**config.mk**
```make
export PLATFORM = sky130hd
export DESIGN_NAME = rf_bram_ctrl
export DESIGN_NICKNAME = d
export VERILOG_FILES = /design/src/rtl/rf_bram_ctrl.sv
export SDC_FILE = /design/constraint.sdc
export NUM_CORES = 1
export LEC_CHECK = 0
export ABC_AREA = 1
export CORE_AREA = 2 2 104 106
export CTS_CLUSTER_SIZE = 12
export DETAILED_ROUTE_END_ITERATION = 10
export DIE_AREA = 0 0 106 108
export GPL_TIMING_DRIVEN = 0
export SYNTH_ARGS = -nofsm -noshare
export SYNTH_HDL_FRONTEND = slang
export SYNTH_SLANG_ARGS = --single-unit
```
**constraint.sdc**
```tcl
create_clock -name clk -period 1.45 [get_ports clk]
set_input_delay 0.29 -clock clk [delete_from_list [all_inputs] [get_ports clk]]
set_output_delay 0.29 -clock clk [all_outputs]
set_load 0.005 [all_outputs]
```
**src/rtl/rf_bram_ctrl.sv**
```systemverilog
// Register-file BRAM controller: post-reset clear, write-port arbitration, x0 suppression.
// Optional same-cycle write-to-read bypass enabled by defining RF_BYPASS_EN.
module rf_bram_ctrl #(
  parameter int unsigned DTW     = 32,
  parameter int unsigned DPT     = 32,
  parameter int unsigned ZERO_R0 = 1,
  localparam int unsigned ADW    = $clog2(DPT),
  localparam int unsigned DPT_2N = 2 ** ADW
) (
  input  logic           clk,
  input  logic           aresetn,
  input  logic           i_wb_wren,
  input  logic [ADW-1:0] i_wb_waddr,
  input  logic [DTW-1:0] i_wb_wdata,
  input  logic           i_aux_wvalid,
  output logic           o_aux_wready,
  input  logic [ADW-1:0] i_aux_waddr,
  input  logic [DTW-1:0] i_aux_wdata,
  input  logic           i_rden,
  input  logic [ADW-1:0] i_raddr0,
  input  logic [ADW-1:0] i_raddr1,
  output logic [DTW-1:0] o_rdata0,
  output logic [DTW-1:0] o_rdata1,
  output logic           o_busy,
  output logic           o_bram_wren,
  output logic [ADW-1:0] o_bram_waddr,
  output logic [DTW-1:0] o_bram_wdata,
  output logic           o_bram_rden,
  output logic [ADW-1:0] o_bram_raddr0,
  output logic [ADW-1:0] o_bram_raddr1,
  input  logic [DTW-1:0] i_bram_rdata0,
  input  logic [DTW-1:0] i_bram_rdata1
);

  typedef enum logic [0:0] {StInit, StRun} state_e;

  localparam logic [ADW:0] ClrLast = (ADW+1)'(DPT_2N - 1);

  state_e       state_q, state_d;
  logic [ADW:0] clr_cnt_q, clr_cnt_d;
  logic         wr_req;

  always_ff @(posedge clk or negedge aresetn) begin
    if (!aresetn) begin
      state_q   <= StInit;
      clr_cnt_q <= '0;
    end else begin
      state_q   <= state_d;
      clr_cnt_q <= clr_cnt_d;
    end
  end

  always_comb begin
    state_d      = state_q;
    clr_cnt_d    = clr_cnt_q;
    o_busy       = 1'b0;
    o_aux_wready = 1'b0;
    o_bram_wren  = 1'b0;
    o_bram_waddr = '0;
    o_bram_wdata = '0;
    o_bram_rden  = 1'b0;
    wr_req       = 1'b0;
    case (state_q)
      StInit: begin
        // Requests arriving during the clear are dropped, not queued.
        o_busy       = 1'b1;
        o_bram_wren  = 1'b1;
        o_bram_waddr = clr_cnt_q[ADW-1:0];
        clr_cnt_d    = clr_cnt_q + 1'b1;
        if (clr_cnt_q == ClrLast) state_d = StRun;
      end
      StRun: begin
        o_bram_rden = i_rden;
        if (i_wb_wren) begin
          wr_req       = 1'b1;
          o_bram_waddr = i_wb_waddr;
          o_bram_wdata = i_wb_wdata;
        end else begin
          o_aux_wready = 1'b1;
          wr_req       = i_aux_wvalid;
          o_bram_waddr = i_aux_waddr;
          o_bram_wdata = i_aux_wdata;
        end
        // x0 writes are swallowed; the aux handshake still completes.
        o_bram_wren = wr_req && !((ZERO_R0 != 0) && (o_bram_waddr == '0));
      end
      default: state_d = StInit;
    endcase
  end

  assign o_bram_raddr0 = i_raddr0;
  assign o_bram_raddr1 = i_raddr1;

`ifdef RF_BYPASS_EN
  logic           byp_vld0_q, byp_vld1_q;
  logic [DTW-1:0] byp_data0_q, byp_data1_q;

  always_ff @(posedge clk or negedge aresetn) begin
    if (!aresetn) begin
      byp_vld0_q  <= 1'b0;
      byp_vld1_q  <= 1'b0;
      byp_data0_q <= '0;
      byp_data1_q <= '0;
    end else if (o_bram_rden) begin
      byp_vld0_q  <= o_bram_wren && (o_bram_waddr == i_raddr0);
      byp_vld1_q  <= o_bram_wren && (o_bram_waddr == i_raddr1);
      byp_data0_q <= o_bram_wdata;
      byp_data1_q <= o_bram_wdata;
    end
  end

  assign o_rdata0 = byp_vld0_q ? byp_data0_q : i_bram_rdata0;
  assign o_rdata1 = byp_vld1_q ? byp_data1_q : i_bram_rdata1;
`else
  assign o_rdata0 = i_bram_rdata0;
  assign o_rdata1 = i_bram_rdata1;
`endif

endmodule

```
======== Yosys cells after proc, flatten, opt, wreduce, memory -nomap -nowiden ========
Index checks and enable logic that the tools add are counted.
storage, ports and cells
  bits in registers ....................... 7
  input port bits ......................... 153
  output and inout port bits .............. 115
  logic and storage cells ................. 22
operators by class
  $add $sub $neg .......................... 1
  eq/ne operators ......................... 1
  multiplexer cells ....................... 14
  bitwise gates (word level) .............. 1
  reductions and logical operators ........ 3
operator list
  kind                 count
  $mux 32              2
  $mux 5               2
  $pmux 5 s2           1
  $mux 1               8
  $add 6x1->6 const B  1
  $eq 6x5->1 const B   1
  $logic_not 5->1      1
  $pmux 1 s2           1
  $logic_and 1x1->1    1
  $logic_not 1->1      1
  $not 1->1            1

======== Logic depth before layout (Yosys ltp) ========
  depth after elaboration ................. 6
  depth in mapped cells ................... 7
  mapped depth without buffers ............ 7

======== Worst setup path after synthesis ========
Ideal clock, no wire load.
  path type ............................... register to output
  from .................................... register state_q
  to ...................................... output o_bram_waddr[0]
  data arrival time ....................... 0.834 ns
  data required time ...................... 1.160 ns
  setup slack ............................. 0.326 ns
  cell stages (with the launch flop) ...... 4
  path buffers ............................ 2
  cells stage by stage .................... dfrtp_1 -> buf_6 -> buf_2 -> o21ai_0
on the way
  word-level cells in the longest chain between the ends .. 2
RTL lines
  element                 RTL line  source
  start, declared         39        state_e state_q, state_d;
  start signal, assigned  45        state_q <= StInit;
  start signal, assigned  48        state_q <= state_d;
  $not 1->1               n/a
  $pmux 5 s2 *            63        case (state_q)
  end, declared           26        output logic [ADW-1:0] o_bram_waddr,
Mark *: on every way between the ends. The rest lies on a longest branch, timed or not.

======== Worst setup path after layout ========
  from .................................... register state_q
  to ...................................... output o_bram_waddr[1]
Same word-level chain as after synthesis.

==> results.md <==
- Multi-input gate area: ~800 µm²
- Vias in the first global route: about 2100
- RSZ-0062 raised after global routing: yes
- Critical path capture point type: primary output
- Adder-cell share of the synthesized area: 0.00837
- Final instance area: 3840 µm²
- Complex-gate fraction of the synthesized area: 0.131
- Number of cells after detailed placement: 576
- Critical Path RT: around 1.2 ns
- Mean post-synth cell area: between 6 and 7 µm²
- Power Density: 357 nW/µm²
- Clock sink count: 7
- Final ANT Viol Nets: 0
- Chip width: around 110 µm
- Non-Filler Instances: around 600
- Port Buffers: 193
- First-pass GRT wire length: 10700 µm
- Vias per inst: roughly 3.7
- Simple-gate share of the synthesized area: 0.262
- Grt ovf: 0
- Crit path max fanout: 7
- Avg WL per Cell: approximately 12 µm
- Pint: 1.01 mW
- Die Y: approximately 110 µm
- IO Count: 268
- Root Driver: clkbuf_8
- XOR/XNOR Fraction of Synth Area: 0.0293
- Worst-path clk slew: ~0.04 ns
- CTS tree: built
- DR vias: roughly 2200
- FF+latch area: about 180 µm²
- Register area share after synthesis: 0.117
- Share of cells above drive strength 1: 0.416
- Longest Clk Path Bufs: 2
- Area Overhead vs Synth: 157%
- Class of the worst hold path: primary input to async pin
- Slew Limit Headroom: 0.775
- # diodes: 0
- Maximum clock rate: about 640 MHz
- WS Path Type: register to primary output
- CP delay by family, top: buffers and inverters
- GRT Total Usage: 0.115
- Most used cell, CP: buf_8
- Leak: about 1.8 nW
- # DRC: 0
- Seq pwr share: 0.144
- Sw frac: 0.261
- Cts bufs inserted: 3
- Layout Nets: about 620
- Psw: approximately 0.36 mW
- Max IR drop VDD: about 0.00021 V
- Core outline area: between 10000 and 15000 µm²
- Critical path's slowest cell: dfrtp_1
- Max Cap Viol: 0
- Fillcell total: roughly 1100
- Synth Instances: approximately 250
- Setup-failing EPs final: 28
- Synth Register Bits: 7
- Dpl cell area: about 3600 µm²
- CTS H-tree lvls: 1
- Largest family of logic cells by synthesized area: buffers and inverters
- Routed wire length: between 7000 and 8000 µm
- Min cycle time layout: between 1.5 and 2 ns
- Worst setup slack after placement: -0.852 ns
- DRT Pass-1 Iters: 4
- Initial Util: 0.146
- Row count: 37
- Warnings from Yosys: 0
- Syn_nets: about 400
- Clk_skew: 0.000564 ns
- Initial antenna violation count: 0
- Failing checks: negative setup slack
- Pin count of the biggest net entering global routing: 11
- GP Congestion: about 0.69
- Worst Path Arrival: between 1 and 1.5 ns
- Post-synthesis cell area: 1500 µm²
- Crit path largest cell delay: about 0.37 ns
- Mux contribution to synthesized area: 0
- CP Launch Type: register
- Combinational share of power: 0.660
- Outcome: complete, but fails checks
- Hold Fails Final Rpt: 0
- Worst Tran Pin Value: roughly 0.34 ns
- Final setup margin: -0.105 ns
- WP buf/inv: 4
- Worst-skew pair later-pin latency: between 0.2 and 0.25 ns
- Worst-path cell chain: buf_8 > buf_8 > buf_8 > a31oi_1 > buf_2
- Initial drt markers: 62
- Fin crit share: 1.07
- Slew Viols, Final: 0
- HPWL after DPL: around 6000 µm
- Distinct cells, synth: 20
- Clock share of power: 0.197
- Die Area: roughly 11000 µm²
[metal layers]
metal / vias up / global-route usage / part of all wire
li1: 1128 / - / -
met1: 973 / 0.118 / 0.34
met2: 121 / 0.231 / 0.55
met3: 4 / 0.0368 / 0.097
met4: 0 / 0.0188 / 0.0031
met5: - / 0 / 0
[flip-flops by register name, indices dropped and copies added (netlist names)]
signal / cells
state_q: 1
clr_cnt_q: 6
[logic make-up (layout without fill, tap and decap cells)]
kind of cell,after synthesis,after routing
AOI/OAI and AO/OA,38,38
and+or+nand+nor,100,100
buffers and inverters,96,311
DFF,7,7
xor gates and xnor gates,5,5
adders and majority gates,1,1
[repair_timing]
action | in CTS | in global routing
gates cloned | 2 | 0
endpoints found under the setup margin | 41 | 38
hold buffers | 0 | 0
resized for setup | 234 | 38
pin swaps | 21 | 27
setup buffers | 13 | 4
[cell usage after synthesis]
| library cell | n | area share |
|---|---|---|
| a21oi_1 | 2 | 0.0067 |
| a31oi_1 | 2 | 0.0084 |
| buf_2 | 7 | 0.023 |
| buf_4 | 74 | 0.37 |
| buf_6 | 3 | 0.023 |
| clkbuf_2 | 2 | 0.0067 |
| dfrtp_1 | 7 | 0.12 |
| ha_1 | 1 | 0.0084 |
| inv_1 | 8 | 0.020 |
| inv_2 | 1 | 0.0025 |
| inv_6 | 1 | 0.0059 |
| nand2_1 | 26 | 0.065 |
| nand3_1 | 2 | 0.0067 |
| nand4_2 | 1 | 0.0084 |
| nor2_1 | 69 | 0.17 |
| nor2_2 | 2 | 0.0084 |
| o21ai_0 | 33 | 0.11 |
| o31ai_1 | 1 | 0.0050 |
| xnor2_1 | 1 | 0.0059 |
| xor2_1 | 4 | 0.023 |
[power by group through the flow]
stage | clock network [mW] | logic (mW) | registers, mW
6_report | 0.269 | 0.902 | 0.196
3_3_place_gp | 0 | 0.926 | 0.199
2_1_floorplan | 0 | 0.306 | 0.199
4_1_cts | 0.282 | 0.890 | 0.196
3_5_place_dp | 0 | 0.929 | 0.199
5_1_grt | 0.288 | 0.979 | 0.196
[layout by cell type, fill, tap and decap left out, drive strengths merged, types with 4 or more instances in the layout]
master and count:
clkdlybuf4s50 150, xor2 4, dfrtp 7, inv 10
clkbuf 7, nor2 71, buf 142, o21ai 33
nand2 26
[worst register-to-register path, stage by stage (launching register included)]
cell and delay (ns):
dfrtp_1 0.37, buf_8 0.14, buf_4 0.15, inv_8 0.07, buf_4 0.11, nand4_2 0.10
nor2_2 0.12, xor2_1 0.14
[final cells by class]
class / instances / area share
inverters: 10 / 0.0124
flip-flops and latches: 7 / 0.0457
well taps: 136 / 0.0444
multi-input cells: 144 / 0.208
plain buffers: 86 / 0.178
clock buffers: 4 / 0.0117
repair buffers: 211 / 0.500
[per-stage QoR]
stage	hold slack [ns]	TNS [ns]	power (mW)	utilization
finish	0.336	-1.37	1.37	0.375
global route	0.353	-3.98	1.46	0.375
CTS	0.335	-2.59	1.37	0.365
detailed placement	0.473	-30.48	1.13	0.352
global placement	0.462	-29.95	1.12	0.352
floorplan	-0.00559	0	0.505	-
[final timing paths]
kind / end / slack [ns] / depth (start not counted) / startpoint
worst max-delay path: o_bram_waddr[1] / -0.10 / 5 / state_q
worst min-delay path: clr_cnt_q[1] / 0.34 / 1 / aresetn
worst max register to register: clr_cnt_q[5] / 0.18 / 7 / state_q
worst min register to register: clr_cnt_q[5] / 0.47 / 1 / clr_cnt_q[5]
max in group asynchronous: state_q / 0.87 / 1 / aresetn
min in group clk: clr_cnt_q[5] / 0.47 / 1 / clr_cnt_q[5]
Note: power is estimated with default switching activity, not from simulation.
